$ cat config.mk
export PLATFORM = sky130hd
export DESIGN_NAME = pdata
export DESIGN_NICKNAME = d
export VERILOG_FILES = /design/src/rtl/pdata.sv
export SDC_FILE = /design/constraint.sdc
export NUM_CORES = 1
export LEC_CHECK = 0
export ABC_AREA = 1
export CELL_PAD_IN_SITES_DETAIL_PLACEMENT = 0
export CELL_PAD_IN_SITES_GLOBAL_PLACEMENT = 1
export CORE_UTILIZATION = 53
export CTS_BUF_LIST = sky130_fd_sc_hd__clkbuf_8 sky130_fd_sc_hd__clkbuf_16
export CTS_CLUSTER_DIAMETER = 150
export DETAILED_ROUTE_END_ITERATION = 8
export PLACE_DENSITY = 0.95
export SLEW_MARGIN = 25
export SYNTH_ARGS = -nofsm -noshare
export SYNTH_HDL_FRONTEND = slang
export SYNTH_SLANG_ARGS = --single-unit
$ cat constraint.sdc
create_clock -name clk -period 11.8 [get_ports clk]
set_input_delay 1.77 -clock clk [delete_from_list [all_inputs] [get_ports clk]]
set_output_delay 1.77 -clock clk [all_outputs]
set_load 0.02 [all_outputs]
$ cat src/rtl/pdata.sv
// pdata: bit-serial multiply-accumulate datapath for one network node.
//
// Operands and the result move over the shared serial line rx, LSB first.
// The controller's registered opcode selects one action per cycle. Multiply
// and accumulate take a single cycle. The result is shifted out on tx, and
// in OUT_RES_ADD mode tx carries the running serial sum rx + res. That sum
// feeds the next node in a daisy chain.
//
// Ports:
//   clk     system clock
//   Rst     synchronous active-high reset
//   opcode  3-bit command from the packet controller
//   rx      shared serial input line, LSB first
//   tx      serial result line, LSB first, idles high (registered)
//   ovf     sticky signed-overflow flag for MUL_ADD accumulation
module pdata #(
    parameter int DATA_W = 16,
    parameter int RES_W  = 32
) (
    input  logic       clk,
    input  logic       Rst,
    input  logic [2:0] opcode,
    input  logic       rx,
    output logic       tx,
    output logic       ovf
);

    typedef enum logic [2:0] {
        OUT_DATA1   = 3'd0,
        OUT_DATA2   = 3'd1,
        OUT_RES     = 3'd2,
        OUT_RES_ADD = 3'd3,
        LOAD_RES    = 3'd4,
        MUL         = 3'd5,
        MUL_ADD     = 3'd6,
        NO_OP       = 3'd7
    } op_t;

    localparam int CW = $clog2(RES_W) + 1;
    localparam logic [CW-1:0] RES_CNT = CW'(RES_W);

    op_t                op, op_q;
    logic [DATA_W-1:0]  data1, data2;
    logic [RES_W-1:0]   res;
    logic [CW-1:0]      bcnt;
    logic               carry;

    assign op = op_t'(opcode);

    // Product and accumulate path
    logic signed [2*DATA_W-1:0] prod;
    logic [RES_W-1:0]           prod_ext, acc;
    logic                       add_ovf;

    assign prod     = (2*DATA_W)'($signed(data1)) * (2*DATA_W)'($signed(data2));
    assign prod_ext = RES_W'(prod);
    assign acc      = res + prod_ext;
    // Overflow occurs when both addends share a sign and the sum's sign differs.
    assign add_ovf  = (res[RES_W-1] == prod_ext[RES_W-1]) &&
                      (acc[RES_W-1] != res[RES_W-1]);

    // Shift-out path. A new shift-out begins when the opcode changes into
    // OUT_RES or OUT_RES_ADD, or switches between the two. The first cycle
    // uses bit index 0 and carry-in 0 directly, so no idle cycle is needed
    // to clear the counter first.
    logic          shifting, start, in_range, rbit, cin;
    logic [CW-1:0] t_idx;
    logic [1:0]    s;

    assign shifting = (op == OUT_RES) || (op == OUT_RES_ADD);
    assign start    = shifting && (op_q != op);
    assign t_idx    = start ? '0 : bcnt;
    assign cin      = start ? 1'b0 : carry;
    assign in_range = t_idx < RES_CNT;
    assign rbit     = in_range ? res[t_idx[CW-2:0]] : 1'b0;
    assign s        = {1'b0, rbit} + {1'b0, rx} + {1'b0, cin};

    always_ff @(posedge clk) begin
        if (Rst) begin
            data1 <= '0;
            data2 <= '0;
            res   <= '0;
            tx    <= 1'b1;
            ovf   <= 1'b0;
            bcnt  <= '0;
            carry <= 1'b0;
            op_q  <= NO_OP;
        end else begin
            op_q <= op;
            tx   <= 1'b1;
            case (op)
                OUT_DATA1: data1 <= {rx, data1[DATA_W-1:1]};
                OUT_DATA2: data2 <= {rx, data2[DATA_W-1:1]};
                LOAD_RES: begin
                    res <= {rx, res[RES_W-1:1]};
                    ovf <= 1'b0;
                end
                MUL: begin
                    res <= prod_ext;
                    ovf <= 1'b0;
                end
                MUL_ADD: begin
                    res <= acc;
                    ovf <= ovf | add_ovf;
                end
                OUT_RES, OUT_RES_ADD: begin
                    if (in_range) begin
                        tx    <= (op == OUT_RES_ADD) ? s[0] : rbit;
                        carry <= (op == OUT_RES_ADD) ? s[1] : 1'b0;
                        bcnt  <= t_idx + CW'(1);
                    end else begin
                        // Past the last bit: stay saturated, tx idles high.
                        bcnt  <= t_idx;
                    end
                end
                default: ;
            endcase
        end
    end

endmodule

==> metrics.md, run 1 <==
| Metric | Value |
|---|---|
| CTS Sinks | 76 |
| HPWL reported at the end of detailed placement | ~37 mm |
| Setup-failing EPs final | 0 |
| Post-Synth Adder-Cell Area | 0.4168 |
| Root buf cell | clkbuf_16 |
| DIE AREA | about 31000 um^2 |
| Fmax | 121.1 MHz |
| I/O pin cnt | 8 |
| Post-route cell area | roughly 17000 um^2 |
| Hold WC Path Type | reg -> reg |
| Lkg Pwr | 9.520 nW |
| Syn Nets | 2681 |
| Crit path DAT | between 8 and 9 ns |
| TritonCTS buffer count | 9 |
| Ant diodes | 0 |
| Total global-route track usage | 0.3067 |
| Critical Path RT | between 10 and 15 ns |
| Rel. slew slack | 0.3817 |
| Drc violations | 0 |
| Crit-path slowest cell | dfxtp_1 |
| Status | complete, no violations |
| Initial core utilization | 0.5404 |
| Worst-Margin Slew | ~0.93 ns |
| First-pass detailed-route iteration total | 5 |
| Core ar. | 29800 um^2 |
| Worst path most repeated cell | nand2_1 |
| Placed Area | between 15000 and 20000 um^2 |
| Nets | 2612 |
| Max Slew Vio Count | 0 |
| Clock network fraction of design power | 0.327 |
| Post-Syn Area | 16100 um^2 |
| Sw Pwr | approximately 420 uW |
| Yosys cell types | 43 |
| Setup tns final | 0 ns |
| Sequential power share | 0.312 |
| Final period util | 0.6996 |
| Clk_lat worst skew | 0.37 ns |
| Initial antenna violation count | 0 |
| Ys async rst share | 0 |
| Final core occ | 0.5595 |
| Power Density | 60.64 nW/um^2 |
| Antenna viol nets, final | 0 |
| RePlAce Congestion | around 1 |
| Crit Path Max Fanout | 18 |
| Avg WL per Cell | roughly 17 um |
| Yosys synthesis warning count | 0 |
| Most frequent cell after synthesis | inv_1 |
| Startpoint types | register |
| # hold bufs at CTS | 0 |
| Sequential fraction of the synthesis area | 0.09449 |
| Comb power frac | 0.361 |
| Synthesis-to-layout area growth | 3.543% |
| Pint | roughly 590 uW |
| Pin count of the biggest net entering global routing | 44 |
| Routed wire length | roughly 45 mm |
| Core Rows | 63 |
| Post-synth EDFFs | 0 |
| DR vias/cell | around 5.4 |
| Final Total Pwr | about 1 mW |
| Horiz. Die Dim | 176.3 um |
| First-pass GRT wire length | 74.27 mm |
| Fill count | 2934 |
| Number of global-route vias before repair | between 10000 and 15000 |
| Crit path largest cell delay | 0.78 ns |
| Peak supply drop | ~0.000064 V |
| Top cell type by total area after synthesis | fa_1 |
| Dominant synthesized flop cell | dfxtp_1 |
| CTS tree | built |
| Clock transition at path regs | approximately 0.070 ns |
| Largest cells by area after synthesis | fa_1 (33%), inv_1 (13%), nand2_1 (12%) |
| Critical Path Sink Type | register |
| H-tree levels | 3 |
| Clock Tree Buf Depth | 2 |
| Synth Area in Simple Gates | 0.2184 |
| Initial drt markers | ~1000 |
| Max capacitance violation total | 0 |
| Crit path time final | just over 8 ns |
| Switching share of power | 0.4123 |
| Flops & latches, synth | 76 |
| CTS-repair resized insts | 0 |
| Complex-gate fraction of the synthesized area | 0.1001 |
| Syn_area_per_cell | 7.010 um^2 |
| Synth Area in XOR/XNOR | 0.01360 |
| Vias | roughly 14000 |
| Proportion of layout cells with a drive suffix above 1 | 0.02463 |
| I/O Buffers | 7 |
| Mux cell area share after synthesis | 0 |
| Top cells by count, synth | inv_1 (563), nand2_1 (531), fa_1 (264) |
| Gate count of the mapped netlist | about 2300 |
| Share of the synthesized area in the top cell type | 0.3282 |
| Skew final | 0.01737 ns |
| Die height | roughly 180 um |
| Largest family of logic cells by synthesized area | adder cells |
| Critical setup path kind | reg -> reg |
| Gr ovfl total | 0 |
| Setup bufs post-CTS | 0 |
| RSZ-0062 raised after global routing | false |
| Fin. Hold Viols | 0 |
## power groups by stage
stage | Sequential [mW] | Clock (mW) | Combinational [mW]
2_1_floorplan | 0.285 | 0 | 0.283
3_3_place_gp | 0.318 | 0 | 0.354
3_5_place_dp | 0.319 | 0 | 0.355
4_1_cts | 0.314 | 0.334 | 0.361
5_1_grt | 0.317 | 0.343 | 0.411
6_report | 0.315 | 0.330 | 0.365
## placed cells by master (no fill, tap or decap), types with 6 or more instances in the layout
cell type,n
nor3_1,21
inv_2,9
o21ai_0,106
nor2_1,167
nand3_1,89
clkbuf_16,9
a21oi_1,121
o211ai_1,11
clkdlybuf4s50_1,7
xnor2_1,7
or2_2,10
inv_1,563
xor2_1,18
ha_1,114
dfxtp_1,76
fa_1,264
a21o_1,7
buf_4,6
o21bai_1,9
nand2_1,531
a31oi_1,18
and2_1,10
nand4_1,9
## cell type report
class | count | area, um^2 | area share
flip-flops and latches | 76 | 1521 | 0.09126
inverters | 572 | 2147 | 0.1288
clock inverters | 6 | 95.09 | 0.005704
well taps | 390 | 488.0 | 0.02927
clock buffers | 10 | 239.0 | 0.01433
repair buffers | 13 | 115.1 | 0.006904
multi-input cells | 1556 | 12070 | 0.7238
## final timing paths
path / slack, ns / start / cells after the start / end
setup / recovery: 3.55 / data1[15]$_SDFFE_PP0N_ / 31 / ovf$_SDFFE_PP0P_
hold / removal: 0.50 / res[1]$_SDFFE_PP0P_ / 2 / res[0]$_SDFFE_PP0P_
setup reg to reg: 3.55 / data1[15]$_SDFFE_PP0N_ / 31 / ovf$_SDFFE_PP0P_
hold reg to reg: 0.50 / res[1]$_SDFFE_PP0P_ / 2 / res[0]$_SDFFE_PP0P_
## registers in the layout (all words and copies together), names as in the netlist
register and cells:
bcnt 6, tx 1, data2 16, res 32, data1 16, ovf 1
carry 1, op_q 3
## critical path, delay by kind of cell, from the launching register on
kind	cells	cell delay, ns
flip-flops	1	0.78
AO/OA/AOI/OAI	1	0.05
adder cells (fa/ha/maj)	8	3.63
buffers and inverters	6	0.94
AND/OR/NAND/NOR	16	2.66
## metrics by stage
| stage | std cells | setup WS (ns) | hold WS, ns |
|---|---|---|---|
| floorplan | 2297 | 4.959 | 0.4410 |
| global placement | 2607 | 3.793 | 0.4509 |
| detailed placement | 2607 | 3.757 | 0.4867 |
| CTS | 2623 | 3.691 | 0.4984 |
| global route | 2623 | 3.020 | 0.5210 |
| finish | 2623 | 3.545 | 0.4962 |
## cell families after synthesis
logic type,count (synthesis)
simple gates,860
buf+inv,665
fa+ha+maj,378
compound gates,293
flops,76
xor+xnor,25
## routing by layer
metal	GRT usage	vias to the layer above	part of all wire
met5	0	-	0
met4	0.1199	0	0.037
met3	0.04005	96	0.063
met2	0.5172	522	0.48
met1	0.3990	6746	0.42
li1	-	6727	-
No activity file was read; power rests on OpenSTA's default activity.
==> inputs of run 2 (changes only) <==
CORE_UTILIZATION = 49   (was 53)
PLACE_DENSITY = 0.91   (was 0.95)
clock period = 8.1 ns   (was 11.8 ns; I/O delays follow)
==> run 2 against run 1 <==
  * The run now ends with design-rule violations left
  * Count of clock-buffer cells in the layout is the same
  * Non-clock buffer count grew 39
  * Fmax grew 7.6%
  * Global-route usage shrank 2.4 points
  * Die area grew 8.1%
  * Cell count grew 3.5%
  * Routed wire length shrank 0.17%
  * Critical path depth grew 4
  * Worst setup slack lost 3.1 ns
  * Via count is essentially flat
  * Power grew 44%
  * Critical path type unchanged
  * Critical endpoint unchanged
==> metrics.md, run 2 (synthesis gave the netlist of run 1 again) <==
| Metric | Value |
|---|---|
| Placed Area | 16660 um^2 (+2.0%) |
| Setup tns final | 0 ns (unchanged) |
| HPWL reported at the end of detailed placement | 37.28 mm (+2.1%) |
| Worst path most repeated cell | nand2_1 |
| Commonest non-fill, non-tap cell in the layout | inv_1 |
| Gr ovfl total | 0 (unchanged) |
| Proportion of layout cells with a drive suffix above 1 | 0.05062 (+0.02599) |
| Dpl cells | 2693 (+3.3%) |
| Setup-failing EPs final | 0 (unchanged) |
| H-tree levels | 3 (unchanged) |
| DR vias/cell | 5.190 (-3.4%) |
| Skew final | 0.01130 ns (-0.006070 ns) |
| Critical Path Sink Type | register |
| Core Rows | 66 (+4.8%) |
| Peak supply drop | 0.0001029 V (+61%) |
| Routed wire length | 44.67 mm (-0.17%) |
| Biggest register | res |
| CTS Sinks | 76 (unchanged) |
| Setup slack, reg-to-reg | 0.43 ns (-3.12 ns) |
| Critical Path RT | 8.30 ns (-3.71 ns) |
| Drc violations | 1 (+1) |
| Crit path time final | 7.673 ns (-0.5824 ns) |
| Horiz. Die Dim | 183.3 um (+4.0%) |
| Worst r2r path cells | 35 (+13%) |
| FF-to-FF End | ovf$_SDFFE_PP0P_ |
| Die height | 183.3 um (+4.0%) |
| Hold_ws | 0.4740 ns (-0.02224 ns) |
| Clk_lat worst skew | 0.35 ns (-0.02 ns) |
| Fill count | 3210 (+9.4%) |
| Most frequent cells in the layout | inv_1 (562), nand2_1 (530), fa_1 (263) |
| DIE AREA | 33590 um^2 (+8.1%) |
| Total global-route track usage | 0.2828 (-0.02390) |
| Critical Path Start | data1[15]$_SDFFE_PP0N_ |
| Max FFs per register | 32 (unchanged) |
| First-pass GRT wire length | 75.20 mm (+1.2%) |
| Crit path DAT | 7.88 ns (-0.58 ns) |
| Clock transition at path regs | 0.07 ns (about the same) |
| Sequential cell area | 1531 um^2 (+0.66%) |
| Number of global-route vias before repair | 14710 (+1.8%) |
| RR Startpoint | data1[15]$_SDFFE_PP0N_ |
| Clock Tree Buf Depth | 2 (unchanged) |
| Fin. Hold Viols | 0 (unchanged) |
| Ant diodes | 0 (unchanged) |
| Max capacitance violation total | 0 (unchanged) |
| Root buf cell | clkbuf_16 |
| Initial antenna violation count | 0 (unchanged) |
| Max Slew Vio Count | 0 (unchanged) |
| Met2 WL | 21.66 mm (+1.0%) |
| Startpoint types | register |
| I/O Buffers | 7 (unchanged) |
| Nets | 2651 (+1.5%) |
| Vias | 14090 (-0.043%) |
| Pin count of the biggest net entering global routing | 46 (+4.5%) |
| Crit Path Max Fanout | 15 (-3) |
| Failing checks | design-rule violations |
| Met3 wire length | 1.939 mm (-32%) |
| # hold bufs at CTS | 0 (unchanged) |
| Hold WC Path Type | reg -> reg |
| Metal-1 WL | 19.49 mm (+3.5%) |
| Initial core utilization | 0.4961 (-0.04425) |
| Worst-Margin Slew | 0.8480 ns (-0.07814 ns) |
| CTS tree | built |
| RSZ-0062 raised after global routing | false |
| Family with the most delay on the worst path | adder cells |
| First-pass detailed-route iteration total | 7 (+2) |
| Top sig layer | met4 |
| Final Total Pwr | 1.458 mW (+44%) |
| TritonCTS buffer count | 9 (unchanged) |
| Area of the multi-input gates | 12110 um^2 (+0.36%) |
| Rel. slew slack | 0.4329 (+0.05117) |
| WP buf/inv | 8 (+2) |
| Avg WL per Cell | 16.46 um (-3.5%) |
| WHS Endpoint | carry$_SDFFE_PP0P_ |
| Initial drt markers | 959 (-5.0%) |
| Final period util | 0.9472 (+0.2477) |
| Synthesis-to-layout area growth | 5.968% |
| Final std cells w/o fill | 2714 (+3.5%) |
| Post-route cell area | 17060 um^2 (+2.3%) |
| Lkg Pwr | 9.703 nW (+1.9%) |
| Critical setup path kind | reg -> reg |
| Hold Startpoint | carry$_SDFFE_PP0P_ |
| I/O pin cnt | 8 (unchanged) |
| Power Density | 85.48 nW/um^2 (+41%) |
| Fmax | 130.3 MHz (+7.6%) |
| Crit-path slowest cell | fa_2 |
| Core ar. | 32450 um^2 (+8.9%) |
| Hold path depth | 2 (unchanged) |
| Antenna viol nets, final | 0 (unchanged) |
| Top flop regs | res (32), data1 (16), data2 (16) |
| Status | finished with violations |
| Crit path largest cell delay | 0.60 ns (-0.18 ns) |
| RePlAce Congestion | 0.9320 (-7.6%) |
## run 2: area by class of cell
class | count | area share
repair buffers | 52 | 0.02391
flip-flops and latches | 76 | 0.08976
clock inverters | 6 | 0.004106
inverters | 572 | 0.1261
clock buffers | 10 | 0.01401
well taps | 442 | 0.03241
multi-input cells | 1556 | 0.7098
## run 2: how the worst max path moves through the flow
stage	end	slack [ns]	depth (start not counted)
after detailed placement	ovf$_SDFFE_PP0P_	0.22	32
after floorplan	res[25]$_SDFFE_PP0P_	1.26	38
final	ovf$_SDFFE_PP0P_	0.43	35
after global placement	ovf$_SDFFE_PP0P_	0.23	32
after global routing	ovf$_SDFFE_PP0P_	0.009	35
after CTS	ovf$_SDFFE_PP0P_	0.15	32
## run 2: per-layer routing
| metal | global-route usage | vias to the layer above |
|---|---|---|
| li1 | - | 6810 |
| met3 | 0.02879 | 88 |
| met4 | 0.1007 | 0 |
| met2 | 0.4899 | 375 |
| met1 | 0.3664 | 6812 |
| met5 | 0 | - |
## run 2: worst min-delay path, stage by stage, from the launching register on
cell and delay, ns:
dfxtp_1 0.32, nand2_1 0.06, a21oi_1 0.05
## run 2: power by group
group / leakage [nW] / switching [mW] / internal (mW)
sequential: 0.627 / 0.0383 / 0.396
combinational: 8.92 / 0.369 / 0.202
clock: 0.153 / 0.202 / 0.251
total: 9.70 / 0.609 / 0.849
## run 2: repair_timing
action | 4_1_cts | 5_1_grt
resized for setup | 0 | 22
endpoints found under the setup margin | 0 | 7
setup buffers | 0 | 5
hold endpoints to repair | 0 | 0
## run 2: through the flow
stage | setup WS [ns] | utilization
finish | 0.4274 | 0.5258
global route | 0.009193 | 0.5258
CTS | 0.1476 | 0.5228
detailed placement | 0.2163 | 0.5133
global placement | 0.2331 | 0.5133
floorplan | 1.259 | -
